==> config.mk <==
export PLATFORM = sky130hd
export DESIGN_NAME = fwd_ctrl
export DESIGN_NICKNAME = d
export VERILOG_FILES = /design/src/rtl/fwd_pkg.sv /design/src/rtl/fwd_stage_reg.sv /design/src/rtl/fwd_ctrl.sv
export SDC_FILE = /design/constraint.sdc
export NUM_CORES = 1
export LEC_CHECK = 0
export BUFFER_PORTS_ARGS = -buffer_cell sky130_fd_sc_hd__buf_2
export CAP_MARGIN = 20
export CORE_ASPECT_RATIO = 0.8
export CORE_MARGIN = 1.5
export CORE_UTILIZATION = 56
export DETAILED_ROUTE_END_ITERATION = 16
export PLACE_DENSITY = 0.79
export REMOVE_ABC_BUFFERS = 1
export SLEW_MARGIN = 40
export SYNTH_ARGS = -nofsm -noshare
export SYNTH_HDL_FRONTEND = slang
export SYNTH_HIERARCHICAL = 1
export SYNTH_SLANG_ARGS = --single-unit
==> constraint.sdc <==
create_clock -name Clk -period 2.5 [get_ports Clk]
set_clock_uncertainty 0.15 [all_clocks]
set_input_delay 0.5 -clock Clk [delete_from_list [all_inputs] [get_ports Clk]]
set_output_delay 0.5 -clock Clk [all_outputs]
set_load 0.02 [all_outputs]
==> src/rtl/fwd_pkg.sv <==
// fwd_pkg: forwarding select codes and the shadow-pipeline entry type
package fwd_pkg;
  localparam logic [1:0] FWD_MEM = 2'b00;
  localparam logic [1:0] FWD_WB = 2'b01;
  localparam logic [1:0] FWD_RF = 2'b10;
  // Wide enough for any REG_AW the controller is built with; addresses are zero-extended.
  localparam int MAX_AW = 8;
  typedef struct packed {
    logic valid;
    logic [MAX_AW-1:0] rw;
    logic regwr;
    logic memtoreg;
  } shadow_t;
  function automatic logic is_writer(shadow_t e);
    return e.valid && e.regwr && e.rw != '0;
  endfunction
endpackage

==> src/rtl/fwd_stage_reg.sv <==
// fwd_stage_reg: one shadow-pipeline stage with async clear, hold and bubble insert
module fwd_stage_reg import fwd_pkg::*; (
  input  logic    clk,
  input  logic    rst_n,
  input  logic    hold,
  input  logic    bubble,
  input  shadow_t ent_i,
  output shadow_t ent_q
);
  shadow_t ent_d;
  always_comb ent_d = hold ? ent_q : (bubble ? '0 : ent_i);
  always_ff @(posedge clk or negedge rst_n)
    if (!rst_n) ent_q <= '0;
    else ent_q <= ent_d;
endmodule

==> src/rtl/fwd_ctrl.sv <==
// fwd_ctrl: operand-forwarding select and load-use stall controller
module fwd_ctrl import fwd_pkg::*; #(
  parameter int REG_AW = 5,
  parameter int CNT_W = 16
) (
  input  logic              Clk,
  input  logic              Rst_n,
  input  logic              Hold,
  input  logic              ID_Valid,
  input  logic [REG_AW-1:0] ID_Rs,
  input  logic [REG_AW-1:0] ID_Rt,
  input  logic              ID_UseRs,
  input  logic              ID_UseRt,
  input  logic [REG_AW-1:0] ID_Rw,
  input  logic              ID_RegWr,
  input  logic              ID_MemtoReg,
  output logic [1:0]        FwdA,
  output logic [1:0]        FwdB,
  output logic              Stall,
  output logic              Flush,
  output logic [CNT_W-1:0]  StallCnt
);
  shadow_t id_ent, exe_q, mem_q, wb_q;
  logic [1:0] fwd_a_d, fwd_a_q, fwd_b_d, fwd_b_q;
  logic [CNT_W-1:0] cnt_d, cnt_q;
  logic [MAX_AW-1:0] rs, rt;
  // Nearest producer wins; a writer never has rw == 0, so $0 falls through to the register file.
  function automatic logic [1:0] next_sel(logic use_x, logic [MAX_AW-1:0] src);
    return !use_x ? FWD_RF :
           (is_writer(exe_q) && exe_q.rw == src) ? FWD_MEM :
           (is_writer(mem_q) && mem_q.rw == src) ? FWD_WB : FWD_RF;
  endfunction
  always_comb begin
    rs = MAX_AW'(ID_Rs);
    rt = MAX_AW'(ID_Rt);
    id_ent = '{valid: ID_Valid, rw: MAX_AW'(ID_Rw), regwr: ID_RegWr, memtoreg: ID_MemtoReg};
    Stall = ID_Valid && is_writer(exe_q) && exe_q.memtoreg &&
            ((ID_UseRs && exe_q.rw == rs) || (ID_UseRt && exe_q.rw == rt));
    Flush = Stall;
    fwd_a_d = Hold ? fwd_a_q : (Stall ? FWD_RF : next_sel(ID_UseRs, rs));
    fwd_b_d = Hold ? fwd_b_q : (Stall ? FWD_RF : next_sel(ID_UseRt, rt));
    cnt_d = (Stall && !Hold && cnt_q != '1) ? cnt_q + 1'b1 : cnt_q;
  end
  always_ff @(posedge Clk or negedge Rst_n)
    if (!Rst_n) begin
      fwd_a_q <= FWD_RF;
      fwd_b_q <= FWD_RF;
      cnt_q <= '0;
    end else begin
      fwd_a_q <= fwd_a_d;
      fwd_b_q <= fwd_b_d;
      cnt_q <= cnt_d;
    end
  fwd_stage_reg u_exe (.clk(Clk), .rst_n(Rst_n), .hold(Hold), .bubble(Stall || !ID_Valid), .ent_i(id_ent), .ent_q(exe_q));
  fwd_stage_reg u_mem (.clk(Clk), .rst_n(Rst_n), .hold(Hold), .bubble(1'b0), .ent_i(exe_q), .ent_q(mem_q));
  // WB stage is observability only and never participates in matching.
  fwd_stage_reg u_wb (.clk(Clk), .rst_n(Rst_n), .hold(Hold), .bubble(1'b0), .ent_i(mem_q), .ent_q(wb_q));
  assign FwdA = fwd_a_q;
  assign FwdB = fwd_b_q;
  assign StallCnt = cnt_q;
endmodule
==> results.py, run 1 <==
metrics = {
    "sta": {
        "hold_ws_ns": 0.2934,
        "hold_violations": 0,
        "fin_ws_ns": -0.02898,
        "grt_setup_unrepaired": "yes",
        "drv_slew": 0,
        "setup_viol": 2,
        "fin_crit_sh_pct": 101.2,
        "clock.fmax_ghz": 0.3954,
        "tns_ns": -0.05695,
        "period_minus_slack_ns": 2.529,
    },
    "setup_path": {
        "endpoint_kind": "output pin",
        "cp_max_fo": 5,
        "required_ns": 1.85,
        "path_cells": "xor2_2, nor4_2, nand4b_1, a21boi_2, buf_6",
        "crit_slowest_cell": "dfrtp_2",
        "cp-start-kind": "register",
        "path_class": "register to output pin",
        "slowest_delay_ns": 0.46,
        "worst-path-buf-inv": 1,
        "path_delay_family": "simple AND/OR/NAND/NOR gates",
        "crit_arrival_ns": 1.88,
    },
    "pwr": {
        "clockPowerShare_pct": 31.6,
        "p_int_mw": 0.9737,
        "seqPwrFrac_pct": 53.0,
        "vdd_drop_max_v": 0.0003299,
        "switchingPower_mw": 0.3836,
        "p_per_area_nw_per_um2": 475.6,
        "swShare_pct": 28.26,
        "comb_power_share_pct": 15.4,
        "total_power_mw": 1.357,
        "leakage_nw": 1.381,
    },
    "finish": {
        "finalNonFillerCells": 346,
        "nNetsFinal": 314,
        "n_antenna_cell": 0,
        "area_delta_synth_final_pct": 21.59,
        "drive_above_1_share_pct": 36.77,
        "utilization_pct": 73.11,
    },
    "drt": {
        "viasPerCell": 5.477,
        "wl_um": 5203,
        "drc_errors": 0,
        "via_count": 1895,
        "wl_per_cell_um": 15.04,
        "drt_pass1_iterations": 4,
        "first_iter_violations": 95,
        "drtAntennaViolNets": 0,
    },
    "logic_synthesis": {
        "syn_area_per_cell_um2": 10.29,
        "syn_area_um2": 2347,
        "synthCells": 228,
        "synth_warnings": 6,
    },
    "clock_network": {
        "htree_levels": 2,
        "tritoncts": "done",
        "cts-root-buf": "clkbuf_8",
        "clock-sinks": 41,
        "clkSlewWorstSetupHoldPaths_ns": 0.08,
        "insertion_delay_ns": 0.29,
        "numCtsBuffers": 5,
        "clockBufferDepth": 2,
    },
    "placed_design": {
        "port_buffers": 44,
        "place.gp.congestion": 0.9032,
        "dp.cells": 331,
        "place_hpwl_um": 3659,
    },
    "floorplanning": {
        "rows": 20,
        "initial_core_util_pct": 60.13,
        "core-area_um2": 3904,
        "io_pins": 45,
        "die_w_um": 75.39,
        "dieHeight_um": 60.91,
        "die_area_um2": 4591,
    },
    "min_path": {
        "hold_path_class": "primary input to register",
    },
    "grt": {
        "global_route.overflow_total": 0,
        "grt_max_degree": 40,
        "grt_pass1_wl_um": 7921,
        "antenna_found_initial": 0,
        "grt_pass1_vias": 1649,
        "grt_usage_pct": 23.15,
    },
    "run": {
        "max_cap_violations": 0,
    },
    "status": {
        "outcome": "finished, violations left",
        "violations": "setup timing",
    },
}
## path summary, 6_finish.rpt
path	start	endpoint	slack [ns]	cells past startpoint
worst max-delay path	u_exe/ent_q[5]	Stall	-0.03	5
worst min-delay path	ID_Rw[0]	u_exe/ent_q[2]	0.29	3
worst max register to register	u_exe/ent_q[6]	StallCnt[14]	0.11	7
worst min register to register	FwdA[0]	FwdA[0]	0.33	2
max in group asynchronous	Rst_n	FwdB[1]	1.17	3
min in group asynchronous	Rst_n	FwdA[0]	0.47	2
## through the flow
step           setup WS, ns  area (µm²)
2_1_floorplan      -0.05425        2283
3_3_place_gp        0.03249        2633
3_5_place_dp        0.02570        2633
4_1_cts            0.004720        2739
5_1_grt             -0.1341        2854
6_report           -0.02898        2854
## worst register-to-register path: cells and delay by family (launching register included)
kind | cells | cell delay (ns)
compound gates | 1 | 0.27
xor+xnor | 1 | 0.18
buf+inv | 1 | 0.16
flops | 1 | 0.48
mux | 1 | 0.35
simple gates | 3 | 0.69
## cell type report
class	count	area, µm²
Clock buffer	5	68.82
Clock inverter	3	17.52
Tap cell	55	68.82
Sequential cell	41	1033
Timing Repair Buffer	59	351.6
Fill cell	294	1050
Inverter	2	7.507
Multi-Input combinational cell	181	1306
## power by group through the flow
| stage | Clock (mW) | Sequential, mW | Combinational, mW |
|---|---|---|---|
| 2_1_floorplan | 0 | 0.721 | 0.100 |
| 3_3_place_gp | 0 | 0.727 | 0.177 |
| 3_5_place_dp | 0 | 0.728 | 0.180 |
| 4_1_cts | 0.436 | 0.715 | 0.184 |
| 5_1_grt | 0.466 | 0.723 | 0.230 |
| 6_report | 0.429 | 0.719 | 0.209 |
## routing by layer
metal | vias to the layer above | global-route usage (%) | wire length [µm] | share of wire (%)
li1 | 924 | - | - | -
met1 | 913 | 34.78 | 2630 | 51
met2 | 53 | 33.83 | 2295 | 44
met3 | 5 | 5.482 | 242 | 4.7
met4 | 0 | 5.867 | 35 | 0.67
met5 | - | 0 | 0 | 0
## timing repair
action,CTS,global route
endpoints found under the hold margin,10,0
setup buffers,0,6
pin swaps,0,9
gates resized for setup,2,15
setup endpoints to repair,2,3
cloned,0,0
hold buffers,1,0
## sequential cells by signal, summed over array words and instances, names as in the netlist
signal and flops:
FwdA 2, StallCnt 16, FwdB 2, u_exe/ent_q 11, u_mem/ent_q 10
## cell usage in the layout (no fill, tap or decap), types with 3 or more instances in the layout
master / instances
and3_1: 4
and4_1: 3
buf_2: 42
buf_4: 13
buf_6: 3
clkbuf_8: 5
conb_1: 5
dfrtp_1: 35
dfrtp_2: 4
nand2_1: 31
nand2b_1: 21
nand3_1: 10
nand4_1: 7
nor2_1: 10
nor3_1: 3
nor4_1: 4
o21ai_2: 19
xnor2_1: 12
xor2_1: 18
No activity file was read; power rests on OpenSTA's default activity.
==> inputs of run 2 (changes only) <==
--- a/config.mk
+++ b/config.mk
@@ -9,12 +9,12 @@
 export CAP_MARGIN = 20
 export CORE_ASPECT_RATIO = 0.8
 export CORE_MARGIN = 1.5
-export CORE_UTILIZATION = 56
+export CORE_UTILIZATION = 52
 export DETAILED_ROUTE_END_ITERATION = 16
-export PLACE_DENSITY = 0.79
+export PLACE_DENSITY = 0.77
 export REMOVE_ABC_BUFFERS = 1
+export SKIP_LAST_GASP = 1
 export SLEW_MARGIN = 40
 export SYNTH_ARGS = -nofsm -noshare
 export SYNTH_HDL_FRONTEND = slang
-export SYNTH_HIERARCHICAL = 1
 export SYNTH_SLANG_ARGS = --single-unit
==> results.py, run 2 <==
metrics = {
    "floorplanning": {
        "die_area_um2": 3842,
        "io_pins": 45,
        "core-area_um2": 3198,
        "initial_core_util_pct": 56.53,
        "dieHeight_um": 55.74,
        "die_w_um": 68.93,
        "rows": 18,
    },
    "logic_synthesis": {
        "yosysSeqAreaShare_pct": 48.58,
        "synthTopCellsByArea": "dfrtp_1, xor2_1, xnor2_1",
        "async_flop_share_pct": 100.0,
        "synthDistinctLibCells": 39,
        "syn_area_per_cell_um2": 11.82,
        "synth_edf_count": 0,
        "synth.most_common_cell": "dfrtp_1",
        "synthCells": 153,
        "synth_seq_cells": 35,
        "yosysTopAreaCell": "dfrtp_1",
        "synth_warnings": 0,
        "synth_top_area_share_pct": 45.67,
        "synthTopCellsByCount": "dfrtp_1, xor2_1, xnor2_1",
        "synth_ff_type": "dfrtp_1",
        "syn_area_um2": 1808,
    },
    "sta": {
        "clock.fmax_ghz": 0.4079,
        "fin_ws_ns": 0.04820,
        "drv_slew": 0,
        "fin_crit_sh_pct": 98.07,
        "hold_violations": 0,
        "tns_ns": 0,
        "max_slew_margin_pct": 71.14,
        "worst_slew_pin_slew_ns": 0.4269,
        "period_minus_slack_ns": 2.452,
        "setup_viol": 0,
    },
    "drt": {
        "wl_um": 3936,
        "first_iter_violations": 94,
        "via_count": 1407,
        "viasPerCell": 5.766,
        "drc_errors": 0,
        "wl_per_cell_um": 16.13,
        "drtAntennaViolNets": 0,
        "drt_pass1_iterations": 5,
    },
    "finish": {
        "nNetsFinal": 228,
        "finalNonFillerCells": 244,
        "largest_reg_flops": 16,
        "final_common_cell": "buf_2",
        "layout_common_cells": "buf_2, dfrtp_1, xor2_1",
        "drive_above_1_share_pct": 39.71,
        "n_antenna_cell": 0,
        "area_delta_synth_final_pct": 21.94,
        "final_cell_area_um2": 2205,
    },
    "placed_design": {
        "port_buffers": 44,
        "place.gp.congestion": 0.8623,
        "place_hpwl_um": 2825,
        "placed_area_um2": 2069,
        "dp.cells": 235,
        "pre_cts_ws_ns": 0.2183,
    },
    "setup_path": {
        "cp-start-kind": "register",
        "cp_max_fo": 5,
        "ff2ff_path_depth": 6,
        "required_ns": 1.85,
        "timing.reg2reg.setup_slack_ns": 0.19,
        "endpoint_kind": "output pin",
        "crit_arrival_ns": 1.80,
        "path_class": "register to output pin",
    },
    "clock_network": {
        "htree_levels": 2,
        "cts-root-buf": "clkbuf_8",
        "tritoncts": "done",
        "numCtsBuffers": 5,
        "insertion_delay_ns": 0.28,
        "clkSlewWorstSetupHoldPaths_ns": 0.06,
        "clockBufferDepth": 2,
        "hold_buffers": 0,
        "clock-sinks": 35,
    },
    "grt": {
        "antenna_found_initial": 0,
        "grt_pass1_wl_um": 6313,
        "grt_max_degree": 36,
        "global_route.overflow_total": 0,
        "grt_usage_pct": 22.03,
        "grt_pass1_vias": 1348,
    },
    "status": {
        "outcome": "complete, no violations",
    },
    "pwr": {
        "vdd_drop_max_v": 0.0003511,
        "leakage_nw": 1.094,
        "p_per_area_nw_per_um2": 562.6,
    },
    "run": {
        "max_cap_violations": 0,
    },
    "min_path": {
        "hold_path_class": "primary input to asynchronous set/reset pin",
    },
}
## run 2: cells by family after synthesis
logic type	synth area share [%]
adder cells (fa/ha/maj)	0.6919
AO/OA/AOI/OAI	10.17
AND/OR/NAND/NOR	16.96
multiplexers	4.983
flip-flops	48.58
buffers and inverters	2.145
XOR/XNOR	16.47
## run 2: worst paths after layout
path	from	endpoint
min in group Clk	ID_MemtoReg	u_exe.ent_q[0]
hold reg to reg	FwdB[0]	FwdB[0]
setup reg to reg	u_exe.ent_q[3]	u_exe.ent_q[3]
hold / removal	Rst_n	u_exe.ent_q[5]
setup / recovery	u_exe.ent_q[3]	Stall
max in group asynchronous	Rst_n	FwdA[1]
## run 2: per-stage QoR
| stage | hold slack (ns) | util (%) | power, mW |
|---|---|---|---|
| final | 0.01339 | 68.94 | 1.240 |
| after global routing | 0.03413 | 68.94 | 1.293 |
| after CTS | 0.1591 | 68.04 | 1.242 |
| after detailed placement | 0.3101 | 64.71 | 0.7637 |
| after global placement | 0.3054 | 64.71 | 0.7591 |
| after floorplan | 0.05441 | - | 0.7003 |
## run 2: where the power goes
group | switching, mW | internal [mW] | total, mW
Sequential | 0.0336 | 0.591 | 0.625
Clock | 0.189 | 0.291 | 0.480
Combinational | 0.0673 | 0.0682 | 0.135
Total | 0.290 | 0.950 | 1.24
## run 2: final cells by class
type | instances | area (µm²)
fill | 243 | 993.5
tap | 40 | 50.05
multi-input combinational | 111 | 897.1
timing repair buffer | 49 | 260.3
clock inverter | 2 | 37.54
sequential | 35 | 883.3
inverter | 2 | 7.507
clock buffer | 5 | 68.82
## run 2: critical path, stage by stage, from the launching register on
cell and delay [ns]:
dfrtp_2 0.45, or4_4 0.56, o211ai_4 0.27, nor3b_4 0.08
buf_2 0.16
## run 2: per-layer routing
layer | part of all wire (%) | up-vias | wire length, µm | global-route usage (%)
li1 | - | 653 | - | -
met2 | 48 | 39 | 1886 | 33.65
met4 | 0.33 | 0 | 13 | 5.042
met1 | 47 | 713 | 1864 | 31.91
met5 | 0 | - | 0 | 0
met3 | 4.3 | 2 | 171 | 5.061
## run 2: repair_timing
action                     4_1_cts  5_1_grt
buffers inserted                 0        2
hold endpoints to repair         0        0
setup endpoints to repair        0        2
gates resized for setup          0        6
